--- src/rtl/lcd_burst_sched.sv ---
// lcd_burst_sched: splits a frame-buffer fetch into read bursts sized to the pixel FIFO's free room, one burst outstanding at a time.
// frame_start -> burst_req in 2 cycles; request held stable until burst_ack; optional LCD_BURST_SCHED_AUTO_RESTART_EN refetches the frame continuously.
module lcd_burst_sched #(
    parameter logic [31:0] BASE_ADDR   = 32'h0000_0000,
    parameter int unsigned FRAME_WORDS = 384000,
    parameter int unsigned BURST_LEN   = 16,
    parameter int unsigned FIFO_DEPTH  = 1024
) (
    input  logic        fifo_wr_clk,
    input  logic        rst_n,
    input  logic        frame_start,
    input  logic [9:0]  fifo_wr_cnt,
    output logic        burst_req,
    output logic [31:0] burst_addr,
    output logic [7:0]  burst_len,
    input  logic        burst_ack,
    input  logic        burst_done,
    output logic        busy,
    output logic        frame_done,
    output logic        frame_overrun
);
    typedef enum logic [2:0] {IDLE, CHECK, REQ, WAIT, DONE} state_t;

    localparam logic [23:0] FRAME_WORDS_W = 24'(FRAME_WORDS);
    localparam logic [23:0] BURST_LEN_W   = 24'(BURST_LEN);
    localparam logic [8:0]  BURST_LEN_9   = 9'(BURST_LEN);
    localparam logic [10:0] BURST_LEN_C   = 11'(BURST_LEN);
    localparam logic [10:0] FILL_LIMIT    = 11'(FIFO_DEPTH - 1);

    state_t      state_q, state_d;
    logic [31:0] addr_q, addr_d;
    logic [23:0] remaining_q, remaining_d;
    logic        overrun_q, overrun_d;
    logic [8:0]  words;
    logic        fifo_has_room;

    // Words in the current burst: a full burst, or whatever is left at the frame tail.
    assign words         = (remaining_q < BURST_LEN_W) ? remaining_q[8:0] : BURST_LEN_9;
    assign fifo_has_room = (({1'b0, fifo_wr_cnt} + BURST_LEN_C) <= FILL_LIMIT);

    always_comb begin
        state_d     = state_q;
        addr_d      = addr_q;
        remaining_d = remaining_q;
        overrun_d   = overrun_q | (frame_start & (state_q != IDLE));
        unique case (state_q)
            IDLE: begin
                if (frame_start) begin
                    addr_d      = BASE_ADDR;
                    remaining_d = FRAME_WORDS_W;
                    state_d     = CHECK;
                end
            end
            CHECK: begin
                if (remaining_q == '0) begin
                    state_d = DONE;
                end else if (fifo_has_room) begin
                    state_d = REQ;
                end
            end
            REQ: begin
                if (burst_ack) begin
                    state_d = WAIT;
                end
            end
            WAIT: begin
                if (burst_done) begin
                    addr_d      = addr_q + {21'd0, words, 2'b00};
                    remaining_d = remaining_q - {15'd0, words};
                    state_d     = CHECK;
                end
            end
            DONE: begin
`ifdef LCD_BURST_SCHED_AUTO_RESTART_EN
                addr_d      = BASE_ADDR;
                remaining_d = FRAME_WORDS_W;
                state_d     = CHECK;
`else
                state_d     = IDLE;
`endif
            end
            default: begin
                state_d = IDLE;
            end
        endcase
    end

    always_ff @(posedge fifo_wr_clk or negedge rst_n) begin
        if (!rst_n) begin
            state_q     <= IDLE;
            addr_q      <= '0;
            remaining_q <= '0;
            overrun_q   <= 1'b0;
        end else begin
            state_q     <= state_d;
            addr_q      <= addr_d;
            remaining_q <= remaining_d;
            overrun_q   <= overrun_d;
        end
    end

    // Request fields read as zero outside REQ so reset and idle both present a clean bus.
    assign burst_req     = (state_q == REQ);
    assign burst_addr    = burst_req ? addr_q : 32'd0;
    assign burst_len     = burst_req ? 8'(words - 9'd1) : 8'd0;
    assign busy          = (state_q != IDLE);
    assign frame_done    = (state_q == DONE);
    assign frame_overrun = overrun_q;

endmodule

--- config.mk ---
export PLATFORM = sky130hd
export DESIGN_NAME = lcd_burst_sched
export DESIGN_NICKNAME = d
export VERILOG_FILES = /design/src/rtl/lcd_burst_sched.sv
export SDC_FILE = /design/constraint.sdc
export NUM_CORES = 1
export LEC_CHECK = 0
export CELL_PAD_IN_SITES_DETAIL_PLACEMENT = 1
export CELL_PAD_IN_SITES_GLOBAL_PLACEMENT = 1
export CORE_MARGIN = 8
export CORE_UTILIZATION = 35
export DETAILED_ROUTE_END_ITERATION = 12
export HOLD_SLACK_MARGIN = 0.03
export PLACE_DENSITY_LB_ADDON = 0.1
export REMOVE_ABC_BUFFERS = 1
export SYNTH_ARGS = -nofsm -noshare
export SYNTH_HDL_FRONTEND = slang
export SYNTH_SLANG_ARGS = --single-unit
--- constraint.sdc ---
create_clock -name fifo_wr_clk -period 3.6 [get_ports fifo_wr_clk]
set_clock_uncertainty 0.2 [all_clocks]
set_input_delay 0.72 -clock fifo_wr_clk [delete_from_list [all_inputs] [get_ports fifo_wr_clk]]
set_output_delay 0.72 -clock fifo_wr_clk [all_outputs]
set_load 0.005 [all_outputs]
* Word level (Yosys, flattened, before mapping)
Index checks and enable logic that the tools add are counted.
** Storage, ports and cells
- Bits in registers :: 60
- Input bits :: 15
** Operators by class
- Equal/unequal tests :: 8
- Add/sub/neg operators :: 4
- Bitwise logic cells :: 2
- Reductions and logical operators :: 6
- Mux-type cells :: 15
- Magnitude comparators :: 2
** Operators by type and width (count)
- $mux 32 :: 3
- $pmux 32 s2 :: 1
- $mux 24 :: 2
- $pmux 24 s2 :: 1
- $add 32x11->32 :: 1
- $logic_not 24->1 :: 1
- $lt 24x5->1 const B :: 1
- $sub 24x9->24 :: 1
- $mux 3 :: 5
- $pmux 3 s4 :: 1
- $add 10x5->11 const B :: 1
- $le 11x10->1 const B :: 1
- $mux 9 :: 1
- $mux 8 :: 1
- $sub 8x1->8 const B :: 1
- $eq 3x2->1 const B :: 2
- $ne 2x2->1 const B :: 2
- $reduce_and 4->1 :: 1
- $eq 3x1->1 const B :: 1
- $eq 3x3->1 const B :: 1
- $logic_not 3->1 :: 1
- $ne 3x3->1 const B :: 1
- $reduce_and 3->1 :: 1
- $reduce_bool 3->1 :: 1
- other kinds (4) :: 4

* Logic depth before layout (Yosys ltp)
- Word-level depth :: 5
- Depth in mapped cells :: 16
- Mapped depth without buffers :: 13

* Worst setup path after synthesis
No wires, ideal clock.
- Path kind :: register to register
- Start :: register remaining_q[22]
- End :: register addr_q[28]
- Required time :: 3321 ps
- Slack :: -167 ps
- Cell stages (with the launch flop) :: 16
- Data arrival time :: 3488 ps
- Path through :: dfrtp_1 > or4_1 > nor3_1 > and2_1 > buf_2 > nand2_1 > inv_1 > ha_1 > inv_1 > fa_1 > nor2b_1 > o2111ai_1 > and4_1 > clkbuf_1 > nor4_1 > mux2i_1
** Between the ends
- Cells in the longest elaborated chain, start to end :: 5
** RTL lines
- start, declared :: line 32 : logic [23:0] remaining_q, remaining_d;
- start signal, assigned :: line 97 : remaining_q <= remaining_d;
- $lt 24x5->1 :: line 38 : assign words = (remaining_q < BURST_LEN_W) ? remaining_q[8:0] : BURST_LEN_9;
- $mux 9 :: line 38
- $add 32x11->32 :: line 68 : addr_d = addr_q + {21'd0, words, 2'b00};
- $mux 32 :: line 67 : if (burst_done) begin
- $pmux 32 s2 :: line 46 : unique case (state_q)
- end signal, assigned :: line 96 : addr_q <= addr_d;
- end, declared :: line 31 : logic [31:0] addr_q, addr_d;
Every way passes these cells. The select of a mux whose other input is x is not followed.
A chain may end at the register's enable or synchronous reset.

* Worst setup path after layout
- Start :: register remaining_q[22]
- End :: output port burst_len[4]
** Between the ends
- Cells in the longest elaborated chain, start to end :: 4
** RTL lines
- $lt 24x5->1 :: line 38
- $mux 9 :: line 38
- $sub 8x1->8 :: line 105 : assign burst_len = burst_req ? 8'(words - 9'd1) : 8'd0;
- $mux 8 :: line 105
- end, declared :: line 15 : output logic [7:0] burst_len,
Every way passes these cells.

==> results.json <==
{
  "yosys-top-cells-area": "dfrtp_1 36%, nand2_1 5.9%, and3_1 5.3%",
  "holdBufCountCts": 0,
  "vias_per_cell": 5.47,
  "clockBufferDepth": 2,
  "timing.final.crit_period_ns": 3.50,
  "fin_crit_sh": 0.971,
  "synth_edf_count": 0,
  "reg2reg_depth": 13,
  "rsz0062_at_grt": "false",
  "cts-htree-levels": 3,
  "synth_most_common_cell": "nand2_1",
  "violations": "max-slew violations",
  "yosysUniqueCellTypes": 60,
  "yosysSeqAreaShare": 0.364,
  "relSlewSlack": -0.415,
  "hold_depth": 1,
  "grt_usage": 0.167,
  "grt_start_max_net_pins": 55,
  "synth_flop_cell": "dfrtp_1",
  "die_area_um2": 15000,
  "wl_per_cell_um": 17.6,
  "synth_cells": 463,
  "grt_overflow": 0,
  "path_class": "reg2out",
  "peakVddDrop_uv": 240,
  "cap_violations": 0,
  "hp-class": "reg2reg",
  "initial_utilization": 0.353,
  "cts_tree": "done",
  "row_count": 39,
  "clk_pin_slew_ns": 0.05,
  "drive_gt1_frac": 0.153,
  "final_util": 0.474,
  "tightest_slew_ns": 2.11,
  "synth_top_area_cell": "dfrtp_1",
  "core_um2": 11300,
  "gp_congestion": 0.784,
  "cts_buffers": 9,
  "die_y_um": 123,
  "cts_sinks": 58,
  "drc": 0,
  "outcome": "complete, but fails checks",
  "area_growth_syn_to_layout_pct": 34.1,
  "timing.fmax_mhz": 286,
  "dp_hpwl_um": 8720,
  "fp.dieW_um": 123,
  "worstPathMaxFanout": 7,
  "placed_cells": 674,
  "antenna_found_initial": 0,
  "yosys_register_bits": 58,
  "grt_pass1_wl_um": 20000,
  "root_buffer": "clkbuf_16",
  "fillers": 1307,
  "grt_pass1_vias": 3804,
  "final_cells": 691,
  "ant_nets": 0,
  "arrival_ns": 2.58,
  "firstDrtPassIters": 4,
  "powerDensity_nw_per_um2": 584,
  "wl_um": 12200,
  "portBuffers": 56,
  "syn_area_per_cell_um2": 8.60,
  "io_pins": 59,
  "hold_violations": 0,
  "p_leak_nw": 2.31,
  "finalSetupViolations": 0,
  "drv_slew": 13,
  "yosysTopAreaCellShare": 0.364,
  "clk_latency_ns": 0.33,
  "crit_path_end_kind": "output pin",
  "start_kind": "register",
  "holdWs_ns": 0.262,
  "synth_area_um2": 3980,
  "ys_warn_count": 0,
  "num_vias": 3779,
  "synth_common_cells": "63 x nand2_1, 58 x dfrtp_1, 37 x nor2_1, 34 x and3_1, 21 x mux2i_1",
  "num_antenna_cells": 0,
  "async_flop_share": 1.00,
  "required_ns": 2.68,
  "drt_iter0_drc": 194,
  "nets": 572
}
-- final cells by class --
class	instances	area [µm²]	area share
multi-input combinational	370	2480	0.465
sequential	58	1450	0.272
timing repair buffer	91	826	0.155
clock buffer	11	253	0.0473
tap	143	179	0.0335
clock inverter	5	100	0.0187
inverter	13	48.8	0.00914
-- worst paths after layout --
path                                        end       startpoint  slack (ns)
min in group asynchronous             addr_q[6]            rst_n        0.28
worst min register to register    frame_overrun    frame_overrun        0.26
worst min-delay path              frame_overrun    frame_overrun        0.26
worst max-delay path               burst_len[4]  remaining_q[22]        0.10
max in group asynchronous       remaining_q[11]            rst_n        2.19
worst max register to register       addr_q[24]  remaining_q[22]        0.15
-- power breakdown --
group | internal, mW | leakage (nW) | switching [mW]
clock | 0.711 | 0.176 | 0.320
sequential | 0.753 | 0.753 | 0.123
combinational | 0.484 | 1.38 | 0.726
-- per-stage QoR --
step	TNS (ns)	instance area [µm²]	power, mW	setup WS [ns]
floorplan	-2.77	3880	1.54	-0.260
global placement	0	4880	2.04	0.0233
detailed placement	-0.491	4880	2.07	-0.103
CTS	0	5280	3.12	0.00466
global route	0	5340	3.32	0.0111
finish	0	5340	3.12	0.105
-- sequential cells by signal, summed over array words and instances, names as in the netlist --
name	cells
state_q	3
remaining_q	24
frame_overrun	1
addr_q	30
-- cell families after synthesis --
kind of cell | Yosys count | share of synthesized area
simple gates | 228 | 0.302
compound gates | 89 | 0.167
flops | 58 | 0.364
buf+inv | 41 | 0.0430
mux | 21 | 0.0528
fa+ha+maj | 15 | 0.0484
xor+xnor | 10 | 0.0220
other cells | 1 | 0.000942
-- per-layer routing --
layer | up-vias | part of all wire | track usage
met1 | 1877 | 0.45 | 0.209
met2 | 50 | 0.50 | 0.283
met3 | 12 | 0.036 | 0.0368
met5 | - | 0 | 0
met4 | 0 | 0.013 | 0.0487
li1 | 1840 | - | -
-- repair_timing --
action | 4_1_cts | 5_1_grt
setup endpoints to repair | 16 | 17
setup buffers | 1 | 0
gates resized for setup | 13 | 11
pin swaps | 0 | 1
-- cell usage in the layout, fill, tap and decap left out, types with 6 or more instances in the layout --
cell type / instances
nor4_1: 6
nand2_1: 62
xnor2_1: 8
o21ai_0: 16
buf_4: 34
clkdlybuf4s50_1: 51
dfrtp_1: 58
inv_1: 12
a21oi_1: 16
nand2b_1: 20
conb_1: 7
nor2_1: 36
mux2i_1: 21
nor3_1: 14
clkbuf_16: 9
nand4_1: 6
nand3_1: 15
a211oi_1: 11
and3_1: 34
a31o_2: 6
ha_1: 11
-- worst max-delay path, cell delays in order (launching register included) --
cell and delay (ns):
dfrtp_1 0.37, or4_4 0.56, nor3_4 0.19, and2_4 0.17, buf_4 0.15, nand2_2 0.11, ha_4 0.20, nand2b_1 0.13
a21oi_1 0.11, dlygate4sd2_1 0.25
(Power assumes the default switching activity.)
